`config.mk`:
```
export PLATFORM = sky130hd
export DESIGN_NAME = term_write_ctrl
export DESIGN_NICKNAME = d
export VERILOG_FILES = /design/src/rtl/term_write_ctrl.sv
export SDC_FILE = /design/constraint.sdc
export NUM_CORES = 1
export LEC_CHECK = 0
export CAP_MARGIN = 15
export CELL_PAD_IN_SITES_DETAIL_PLACEMENT = 1
export CELL_PAD_IN_SITES_GLOBAL_PLACEMENT = 1
export CORE_MARGIN = 2
export CORE_UTILIZATION = 42
export CTS_CLUSTER_DIAMETER = 120
export DETAILED_ROUTE_END_ITERATION = 7
export GPL_TIMING_DRIVEN = 0
export PLACE_DENSITY = 0.79
export SYNTH_ARGS = -nofsm -noshare
export SYNTH_HDL_FRONTEND = slang
export SYNTH_SLANG_ARGS = --single-unit
```
`constraint.sdc`:
```
create_clock -name clk -period 3.69 [get_ports clk]
set_input_delay 0.5535 -clock clk [delete_from_list [all_inputs] [get_ports clk]]
set_output_delay 0.5535 -clock clk [all_outputs]
set_load 0.01 [all_outputs]
```
`src/rtl/term_write_ctrl.sv`:
```
// Write-side controller for the VGA terminal text buffer: arbitrates UART and
// keyboard characters, tracks the cursor and sequences one-cell-per-cycle clears.
module term_write_ctrl #(
    parameter int         NUM_CHARS_X = 80,
    parameter int         NUM_CHARS_Y = 30,
    parameter int         ADDR_W      = 12,
    parameter logic [7:0] BLANK       = 8'h20
) (
    input  logic              clk,
    input  logic              reset,
    input  logic              a_valid,
    input  logic [7:0]        a_char,
    output logic              a_ready,
    input  logic              b_valid,
    input  logic [7:0]        b_char,
    output logic              b_ready,
    output logic              wr_en,
    output logic [ADDR_W-1:0] wr_addr,
    output logic [7:0]        wr_data,
    output logic [ADDR_W-1:0] cursor,
    output logic              busy
);

    localparam int N     = NUM_CHARS_X * NUM_CHARS_Y;
    localparam int COL_W = $clog2(NUM_CHARS_X);
    localparam int ROW_W = $clog2(NUM_CHARS_Y);

    localparam logic [COL_W-1:0]  COL_LAST  = COL_W'(NUM_CHARS_X - 1);
    localparam logic [ROW_W-1:0]  ROW_LAST  = ROW_W'(NUM_CHARS_Y - 1);
    localparam logic [ADDR_W-1:0] ADDR_LAST = ADDR_W'(N - 1);
    localparam logic [ADDR_W-1:0] X_ADDR    = ADDR_W'(NUM_CHARS_X);

    typedef enum logic {
        CLEAR,
        IDLE
    } state_t;

    state_t            state_q;
    logic [ADDR_W-1:0] clr_q;
    logic [ADDR_W-1:0] cursor_q;
    logic [COL_W-1:0]  col_q;
    logic [ROW_W-1:0]  row_q;
    logic              wrEn_q;
    logic [ADDR_W-1:0] wrAddr_q;
    logic [7:0]        wrData_q;
    logic              lastA_q;

    logic              grantA;
    logic              grantB;
    logic              accept;
    logic [7:0]        acChar;
    logic              doWrite_d;
    logic [ADDR_W-1:0] wrAddr_d;
    logic [7:0]        wrData_d;
    logic [ADDR_W-1:0] cursor_d;
    logic [COL_W-1:0]  col_d;
    logic [ROW_W-1:0]  row_d;
    logic              overflow_d;

    // On a tie the source that did not win last time gets the grant.
    always_comb begin
        grantA  = a_valid && (!b_valid || !lastA_q);
        grantB  = b_valid && !grantA;
        a_ready = (state_q == IDLE) && !reset && grantA;
        b_ready = (state_q == IDLE) && !reset && grantB;
        accept  = a_ready || b_ready;
        acChar  = a_ready ? a_char : b_char;
    end

    always_comb begin
        doWrite_d  = 1'b0;
        wrAddr_d   = cursor_q;
        wrData_d   = acChar;
        cursor_d   = cursor_q;
        col_d      = col_q;
        row_d      = row_q;
        overflow_d = 1'b0;
        case (acChar)
            8'h0D, 8'h0A: begin
                col_d = '0;
                if (row_q == ROW_LAST) begin
                    overflow_d = 1'b1;
                end else begin
                    row_d    = row_q + 1'b1;
                    cursor_d = cursor_q + X_ADDR - ADDR_W'(col_q);
                end
            end
            8'h08: begin
                if (cursor_q != '0) begin
                    doWrite_d = 1'b1;
                    wrAddr_d  = cursor_q - 1'b1;
                    wrData_d  = BLANK;
                    cursor_d  = cursor_q - 1'b1;
                    if (col_q == '0) begin
                        col_d = COL_LAST;
                        row_d = row_q - 1'b1;
                    end else begin
                        col_d = col_q - 1'b1;
                    end
                end
            end
            default: begin
                doWrite_d = 1'b1;
                // Non-printable codes show up as a dash so they remain visible.
                if (acChar < 8'h20 || acChar > 8'h7E) begin
                    wrData_d = 8'h2D;
                end
                cursor_d = cursor_q + 1'b1;
                if (col_q == COL_LAST) begin
                    col_d = '0;
                    if (row_q == ROW_LAST) begin
                        overflow_d = 1'b1;
                    end else begin
                        row_d = row_q + 1'b1;
                    end
                end else begin
                    col_d = col_q + 1'b1;
                end
            end
        endcase
    end

    // A write that overflows the screen is still issued, then the clear wipes it.
    always_ff @(posedge clk) begin
        if (reset) begin
            state_q  <= CLEAR;
            clr_q    <= '0;
            cursor_q <= '0;
            col_q    <= '0;
            row_q    <= '0;
            wrEn_q   <= 1'b0;
            wrAddr_q <= '0;
            wrData_q <= BLANK;
            lastA_q  <= 1'b0;
        end else begin
            case (state_q)
                CLEAR: begin
                    wrEn_q   <= 1'b1;
                    wrAddr_q <= clr_q;
                    wrData_q <= BLANK;
                    clr_q    <= clr_q + 1'b1;
                    if (clr_q == ADDR_LAST) begin
                        state_q <= IDLE;
                    end
                end
                IDLE: begin
                    wrEn_q <= accept && doWrite_d;
                    if (accept && doWrite_d) begin
                        wrAddr_q <= wrAddr_d;
                        wrData_q <= wrData_d;
                    end
                    if (accept) begin
                        lastA_q <= a_ready;
                        if (overflow_d) begin
                            cursor_q <= '0;
                            col_q    <= '0;
                            row_q    <= '0;
                            clr_q    <= '0;
                            state_q  <= CLEAR;
                        end else begin
                            cursor_q <= cursor_d;
                            col_q    <= col_d;
                            row_q    <= row_d;
                        end
                    end
                end
            endcase
        end
    end

    assign wr_en   = wrEn_q;
    assign wr_addr = wrAddr_q;
    assign wr_data = wrData_q;
    assign cursor  = cursor_q;
    assign busy    = (state_q == CLEAR);

endmodule

```
==> results of run 1 <==
sequential cells by signal, indices dropped and copies added, names as in the netlist:
name,flops
clr_q,12
col_q,7
cursor,12
lastA_q,1
row_q,5
state_q,1
wr_addr,12
wr_data,8
wr_en,1
cell type report:
| cell class | count | area, um2 | area share, % |
|---|---|---|---|
| Multi-Input combinational cell | 501 | 3380 | 57.1 |
| Sequential cell | 59 | 1180 | 20.0 |
| Clock buffer | 9 | 225 | 3.81 |
| Clock inverter | 7 | 100 | 1.69 |
| Inverter | 32 | 120 | 2.03 |
| Timing Repair Buffer | 55 | 553 | 9.35 |
| Buffer | 33 | 181 | 3.07 |
| Tap cell | 143 | 179 | 3.02 |
stage by stage:
step                      power [W]  setup WS (ns)  hold slack [ns]  area [um2]  util (%)
after detailed placement   0.000753         -0.300            0.440        5590      49.2
after global placement     0.000750         -0.173            0.436        5590      49.2
after floorplan            0.000699          0.673            0.458        4860         -
after global routing        0.00173         0.0225            0.496        5920      52.0
final                       0.00169          0.269            0.448        5920      52.0
after CTS                   0.00169         0.0398            0.452        5920      52.0
where the power goes:
part	switching [W]	internal [W]
clock network	0.000358	0.000597
registers	0.00000530	0.000642
logic	0.0000512	0.0000410
total	0.000414	0.00128
worst paths after layout:
kind / end / cells after the start
max: row_q[4] / 12
min: wr_data[6] / 1
max reg2reg: cursor[11] / 14
min reg2reg: wr_data[6] / 1
metal layers:
| metal | track usage (%) | part of all wire [%] |
|---|---|---|
| met5 | 0 | 0 |
| met4 | 9.71 | 1.9 |
| met3 | 4.63 | 4.1 |
| met2 | 49.1 | 49 |
| met1 | 37.8 | 45 |
critical path: stages:
cell and delay (ns):
clkdlybuf4s50_1 0.47, and2b_4 0.34, nand2_2 0.13, buf_4 0.21, mux2_4 0.42, xnor2_1 0.18, ha_1 0.23, or3_1 0.32
a21oi_1 0.24, a21oi_1 0.09, or3_1 0.36, a21oi_1 0.14
logic make-up after synthesis:
family                     after synthesis
muxes                                   10
adders and majority gates               35
AOI/OAI and AO/OA                      190
buffers and inverters                   66
DFF                                     59
and+or+nand+nor                        245
xor gates and xnor gates                21
cells in the final DEF, fill, tap and decap left out, types with 7 or more instances in the layout:
master,synthesis,routed
nand3_1,37,37
nand2b_1,8,8
a22o_1,7,7
buf_4,6,7
a21oi_1,44,44
clkdlybuf4s50_1,0,54
clkbuf_16,0,9
a31oi_1,14,14
ha_1,34,34
clkbuf_1,14,14
inv_1,32,32
o211ai_1,9,9
nand4_1,9,9
xnor2_1,18,18
buf_2,9,7
and3_1,9,9
a211oi_1,8,8
o21ai_0,37,37
dfxtp_1,59,59
nor3_1,17,17
nor2_1,55,55
a311oi_1,11,11
nand2_1,56,56
==> impl_metrics.yaml, run 1 <==
final_layout:
  fillers: 1410
  drive_gt1_share_pct: 10.5
  nNetsFinal: 746
  layout.cells.non_filler: 839
  synthToLayoutAreaGrowth_pct: 21.7
  antennaDiodeCount: 0
cts:
  clock_path_buffers: 2
  postCtsHoldBufs: 0
  h-tree-depth: 3
  cts_tree: "yes"
  clkSinkCount: 59
  ctsResizeCount: 0
  clk_pin_slew_worst_paths_ns: 0.06
  insertion_delay_ns: 0.35
  cts_setup_buffers: 0
  cts_made_buffers: 9
  cts-root-buf: "clkbuf_16"
global_route:
  grtUsageTotal_pct: 29.0
  grt_max_degree: 13
  antenna_found_initial: 0
  grt_pass1_vias: 5378
  grt_pass1_wl_mm: 29.0
  grt_overflow: 0
route:
  dr.pass1.iters: 4
  via_per_inst: 6.28
  num_vias: 5273
  drtIter0Drc: 313
  wl_per_cell_um: 21.4
  postRouteAntennaNets: 0
  wirelength_mm: 18.0
  drc_errors: 0
yosys:
  synth_edf_count: 0
  syn_area_per_cell_um2: 7.77
  synth_most_common_cell: "dfxtp_1"
  syn_inst: 626
  synth-adder-area-share_pct: 9.16
  yosys_warnings: 0
  synth-simple-area-share_pct: 27.6
  synth_ff_type: "dfxtp_1"
  synth_area_leaders: "dfxtp_1 24%, ha_1 8.7%, a21oi_1 4.5%, nand2_1 4.3%, nor2_1 4.2%"
  netlist_area_um2: 4860
  async_reset_ff_share_pct: 0
  synth_cell_types: 81
  synth_compound_area_share_pct: 26.7
  synth_xor_area_share_pct: 3.78
  synth_nets: 681
  yosys.area.top_type_share_pct: 24.3
  synth_commonest_cells: "59 x dfxtp_1, 56 x nand2_1, 55 x nor2_1"
  yosysSeqAreaShare_pct: 24.3
  synth_top_family_by_area: "simple AND/OR/NAND/NOR gates"
  synth_mux_area_share_pct: 2.24
  synth_top_cell_by_area: "dfxtp_1"
  ys_seq_elements: 59
setup_path:
  crit_required_ns: 3.97
  worst-setup-path-type: "in2reg"
  crit_path_start_kind: "input pin"
  worstPathArrival_ns: 3.70
  r2r_start: "cursor[0]"
  rrSetupSlack_ns: 0.34
  crit_path_start: "reset"
  crit_fanout: 18
  setup.worst_path.end_class: "flop"
floorplan:
  die_w_um: 112
  core_area_um2: 11400
  die_h_um: 112
  io_pins: 56
  die_area_um2: 12500
  rows: 39
  start_util_pct: 42.8
placed_design:
  post-dp-hpwl_mm: 13.5
  gp_congestion: 0.953
  place_inst: 824
  port_buffers: 55
timing:
  tightest_slew_ns: 0.856
  post-route-period-util_pct: 92.7
  hold_violations: 0
  fin_setup_tns_ns: 0
  period_minus_slack_ns: 3.42
  max_freq_mhz: 292
  final.setup_skew_ns: 0.0113
  max_slew_margin_pct: 42.7
  rsz0062_at_grt: "no"
  setup_viol: 0
  drv_slew: 0
power_and_ir_drop:
  p_leak_nw: 2.25
  power.density_nw_per_um2: 286
  ir_worst_vdd_mv: 0.262
worst_hold_path:
  hp-class: "reg2reg"
  hp-start: "wr_data[6]"
job:
  cap_viol_max_count: 0
status:
  outcome: "complete, no violations"
No activity file was read; power rests on OpenSTA's default activity.
==> inputs of run 2 (changes only) <==
--- a/config.mk
+++ b/config.mk
@@ -8,12 +8,12 @@
 export CAP_MARGIN = 15
 export CELL_PAD_IN_SITES_DETAIL_PLACEMENT = 1
 export CELL_PAD_IN_SITES_GLOBAL_PLACEMENT = 1
-export CORE_MARGIN = 2
 export CORE_UTILIZATION = 42
 export CTS_CLUSTER_DIAMETER = 120
 export DETAILED_ROUTE_END_ITERATION = 7
 export GPL_TIMING_DRIVEN = 0
 export PLACE_DENSITY = 0.79
+export RECOVER_POWER = 25
 export SYNTH_ARGS = -nofsm -noshare
 export SYNTH_HDL_FRONTEND = slang
 export SYNTH_SLANG_ARGS = --single-unit
==> run 2 against run 1 <==
Power is 2.2% higher. Hold slack barely moved. Critical path type unchanged. First-iteration DRC count grew 40%. Highest routed layer unchanged. Critical endpoint unchanged. Core utilization increased by 1.5 points. Sequential share of layout area is essentially flat.
==> impl_metrics.yaml, run 2 (synthesized netlist as in run 1, its figures left out) <==
power_and_ir_drop:
  seq_power_share_pct: 37.4
  combPwrFrac_pct: 5.3
  clkPwrFrac_pct: 57.3
  power.density_nw_per_um2: 292
  p_int_w: 0.00134
  ir_worst_vdd_mv: 0.251
  switching_share_pct: 22.4
  p_leak_nw: 2.32
  netSwitchingPower_w: 0.000388
final_layout:
  stdcell_area_um2: 5930
  multiInputGateArea_um2: 3380
  layout.cells.non_filler: 837
  fillers: 1397
  synthToLayoutAreaGrowth_pct: 21.9
  drive_gt1_share_pct: 10.2
  nNetsFinal: 747
  final_common_cell: "dfxtp_1"
  seq_area_um2: 1180
  mostFrequentLayoutCells: "59 x dfxtp_1, 56 x nand2_1, 55 x nor2_1, 44 x a21oi_1"
  antennaDiodeCount: 0
timing:
  tightest_slew_ns: 0.877
  post-route-period-util_pct: 95.9
  rsz0062_at_grt: "no"
  max_freq_mhz: 283
  final.setup_skew_ns: 0.00920
  setup_viol: 0
  max_slew_margin_pct: 41.3
  period_minus_slack_ns: 3.54
  fin_setup_tns_ns: 0
  hold_violations: 0
  setup_slack_ns: 0.152
  drv_slew: 0
global_route:
  grt_max_degree: 12
  grtUsageTotal_pct: 31.2
  grt_pass1_wl_mm: 28.4
  grt_overflow: 0
  grt_pass1_vias: 5301
  antenna_found_initial: 0
route:
  wl_met3_mm: 1.04
  drtIter0Drc: 438
  via_per_inst: 6.35
  wirelength_mm: 17.7
  top_layer_used: "met4"
  dr.pass1.iters: 5
  num_vias: 5312
  routedLengthMet1_mm: 7.80
  wl_per_cell_um: 21.2
  drc_errors: 0
  wl_met2_mm: 8.31
  postRouteAntennaNets: 0
setup_path:
  worst-setup-path-type: "in2reg"
  ff2ff_path_depth: 14
  crit_fanout: 10
  setup.worst_path.end_class: "flop"
  r2r_start: "cursor[0]"
  worstPathArrival_ns: 3.81
  crit_path_start_kind: "input pin"
  r2r_end: "cursor[11]"
  crit_required_ns: 3.96
  rrSetupSlack_ns: 0.30
placed_design:
  pre_cts_ws_ns: -0.220
  placed_cell_area_um2: 5590
  post-dp-hpwl_mm: 13.2
  place_inst: 821
  gp_congestion: 0.919
  port_buffers: 55
floorplan:
  die_w_um: 110
  rows: 38
  die_area_um2: 12000
  core_area_um2: 11100
  io_pins: 56
  start_util_pct: 43.9
  die_h_um: 110
cts:
  clk_pin_slew_worst_paths_ns: 0.05
  cts_tree: "yes"
  cts_setup_buffers: 0
  clkSinkCount: 59
  h-tree-depth: 3
  insertion_delay_ns: 0.34
  cts-root-buf: "clkbuf_16"
  cts_made_buffers: 9
  clock_path_buffers: 2
job:
  cap_viol_max_count: 0
worst_hold_path:
  min_to: "wr_data[6]"
  min_path_cells: 1
  hp-start: "wr_data[6]"
  hp-class: "reg2reg"
status:
  outcome: "complete, no violations"
-- run 2: cell count changes in the layout (fill, tap and decap cells not counted) --
cell	previous run	this run
clkdlybuf4s50_1	54	31
dlygate4sd3_1	0	23
clkbuf_1	14	17
inv_6	2	0
buf_2	7	8
bufinv_16	2	3
clkinv_2	1	0
clkinv_4	2	1
-- run 2: worst max path at each step --
stage / depth (start not counted) / startpoint / slack [ns] / endpoint
6_report: 12 / a_char[5] / 0.15 / row_q[4]
5_1_grt: 12 / a_char[5] / 0.002 / row_q[4]
4_1_cts: 13 / a_valid / 0.13 / row_q[4]
3_5_place_dp: 13 / a_valid / -0.22 / row_q[4]
3_3_place_gp: 13 / reset / -0.18 / row_q[4]
2_1_floorplan: 12 / reset / 0.67 / row_q[4]
-- run 2: metrics by stage --
step	utilization [%]	total power (W)	hold WS (ns)
after floorplan	-	0.000699	0.458
after global placement	50.4	0.000750	0.436
after detailed placement	50.4	0.000752	0.447
after CTS	53.5	0.00173	0.461
after global routing	53.5	0.00177	0.471
final	53.5	0.00173	0.448
-- run 2: worst max-delay path, stage by stage --
cell and delay, ns:
clkdlybuf4s50_1 0.51, nor4_4 0.40, nand3_1 0.20, mux2_4 0.39, buf_2 0.24, xnor2_1 0.16, ha_1 0.23, or3_1 0.31
a21oi_1 0.21, a21oi_1 0.09, or3_1 0.36, a21oi_1 0.14
-- run 2: area by class of cell --
cell class	count	share of cell area, %
Tap cell	140	2.95
Sequential cell	59	19.9
Clock inverter	4	1.67
Multi-Input combinational cell	501	57.0
Buffer	34	3.14
Clock buffer	12	3.99
Inverter	32	2.03
Timing Repair Buffer	55	9.33
-- run 2: power by group through the flow --
stage / Clock (W) / Combinational, W / Sequential, W
floorplan: 0 / 0.0000376 / 0.000661
global placement: 0 / 0.0000886 / 0.000661
detailed placement: 0 / 0.0000908 / 0.000662
CTS: 0.000994 / 0.0000917 / 0.000648
global route: 0.00102 / 0.0000994 / 0.000649
finish: 0.000992 / 0.0000923 / 0.000648
-- run 2: what timing repair did --
item,4_1_cts,5_1_grt
hold buffers,0,0
setup endpoints to repair,0,1
endpoints found under the hold margin,0,0
resized for setup,0,3
-- run 2: layer usage --
| layer | up-vias | GRT usage, % |
|---|---|---|
| li1 | 2459 | - |
| met5 | - | 0 |
| met4 | 0 | 16.3 |
| met2 | 219 | 51.4 |
| met3 | 58 | 3.56 |
| met1 | 2576 | 40.1 |
==> inputs of run 3 (changes only) <==
--- a/config.mk
+++ b/config.mk
@@ -11,7 +11,6 @@
 export CORE_UTILIZATION = 42
 export CTS_CLUSTER_DIAMETER = 120
 export DETAILED_ROUTE_END_ITERATION = 7
-export GPL_TIMING_DRIVEN = 0
 export PLACE_DENSITY = 0.79
 export RECOVER_POWER = 25
 export SYNTH_ARGS = -nofsm -noshare
==> run 3 against run 2 <==
Die area unchanged. Design area decreased by 0.46%. First-iteration DRC count decreased by 35%. Sequential power about the same. Core utilization decreased by 0.25 points.
==> impl_metrics.yaml, run 3 (synthesized netlist as in run 1, its figures left out) <==
status:
  outcome: "complete, no violations"
route:
  wirelength_mm: 16.9
  num_vias: 5184
  wl_per_cell_um: 20.4
  dr.pass1.iters: 5
  postRouteAntennaNets: 0
  drtIter0Drc: 285
  drc_errors: 0
  via_per_inst: 6.28
power_and_ir_drop:
  ir_worst_vdd_mv: 0.270
  p_leak_nw: 2.30
  power.density_nw_per_um2: 279
setup_path:
  crit_required_ns: 3.94
  crit_fanout: 4
  crit_path_start_kind: "input pin"
  path_cells: "clkdlybuf4s50_1 -> nor4_4 -> nand3_1 -> mux2_4 -> xnor2_1 -> ha_1 -> or3_1 -> a21oi_1 -> a21oi_1 -> or3_1 -> a21oi_1"
  setup.worst_path.end_class: "flop"
  worstPathArrival_ns: 3.57
  crit_top_cell: "a21oi_1"
  crit_slowest_cell: "clkdlybuf4s50_1"
  worst-setup-path-type: "in2reg"
  max_stage_delay_ns: 0.51
timing:
  max_slew_margin_pct: 46.3
  max_freq_mhz: 302
  rsz0062_at_grt: "no"
  tightest_slew_ns: 0.802
  drv_slew: 0
  period_minus_slack_ns: 3.31
  post-route-period-util_pct: 89.8
  hold_violations: 0
  fin_setup_tns_ns: 0
  final.setup_skew_ns: 0.0127
  setup_viol: 0
final_layout:
  layout.cells.non_filler: 826
  nNetsFinal: 736
  antennaDiodeCount: 0
  mostFrequentLayoutCells: "59 x dfxtp_1, 56 x nand2_1, 55 x nor2_1, 44 x a21oi_1"
  synthToLayoutAreaGrowth_pct: 21.4
  drive_gt1_share_pct: 11.4
  final_common_cell: "dfxtp_1"
placed_design:
  gp_congestion: 0.859
  port_buffers: 55
  post-dp-hpwl_mm: 12.5
  place_inst: 810
floorplan:
  rows: 38
  die_area_um2: 12000
  core_area_um2: 11100
  die_h_um: 110
  die_w_um: 110
  start_util_pct: 43.9
  io_pins: 56
global_route:
  antenna_found_initial: 0
  grt_max_degree: 49
  grtUsageTotal_pct: 29.2
  grt_overflow: 0
  grt_pass1_vias: 5205
  grt_pass1_wl_mm: 26.8
job:
  cap_viol_max_count: 0
cts:
  postCtsHoldBufs: 0
  clk_pin_slew_worst_paths_ns: 0.05
  cts_tree: "yes"
  cts_setup_buffers: 0
  clock_path_buffers: 2
  h-tree-depth: 3
  cts_made_buffers: 9
  clkSinkCount: 59
  ctsResizeCount: 0
  cts-root-buf: "clkbuf_16"
  insertion_delay_ns: 0.34
worst_hold_path:
  hp-class: "reg2reg"
[run 3: through the flow]
step	total power (W)	hold slack (ns)	util, %	setup WS [ns]	cell area [um2]
2_1_floorplan	0.000699	0.458	-	0.673	4860
3_3_place_gp	0.000746	0.436	50.4	0.320	5580
3_5_place_dp	0.000748	0.445	50.4	0.208	5580
4_1_cts	0.00167	0.457	53.3	0.403	5900
5_1_grt	0.00170	0.476	53.3	0.300	5900
6_report	0.00165	0.450	53.3	0.377	5900
[run 3: where the power goes]
part	switching (W)	internal, W
Combinational	0.0000475	0.0000397
Sequential	0.00000535	0.000643
Clock	0.000304	0.000609
[run 3: path summary, 6_finish.rpt]
| path | depth (start not counted) | start | end | slack [ns] |
|---|---|---|---|---|
| hold / removal | 1 | wr_data[6] | wr_data[6] | 0.45 |
| setup / recovery | 11 | a_char[5] | row_q[4] | 0.38 |
| setup reg to reg | 9 | cursor[8] | wr_addr[10] | 0.70 |
| hold reg to reg | 1 | wr_data[6] | wr_data[6] | 0.45 |
[run 3: layer usage]
metal / global-route usage (%) / vias up / part of all wire, %
met3: 5.63 / 47 / 5.0
met5: 0 / - / 0
met2: 48.5 / 159 / 48
met4: 11.8 / 0 / 2.8
met1: 37.0 / 2536 / 44
li1: - / 2442 / -
[run 3: worst max-delay path: cells and delay by family]
family | cells | cell delay, ns
muxes | 1 | 0.32
and+or+nand+nor | 4 | 1.28
xor gates and xnor gates | 1 | 0.13
AOI/OAI and AO/OA | 3 | 0.52
adders and majority gates | 1 | 0.24
buffers and inverters | 1 | 0.51
[run 3: final cells by class]
cell class	instances	area (um2)
inverter	32	120
fill	1363	5180
timing repair buffer	78	723
multi-input combinational	501	3380
sequential	59	1180
tap	140	175
clock buffer	12	246
clock inverter	4	73.8
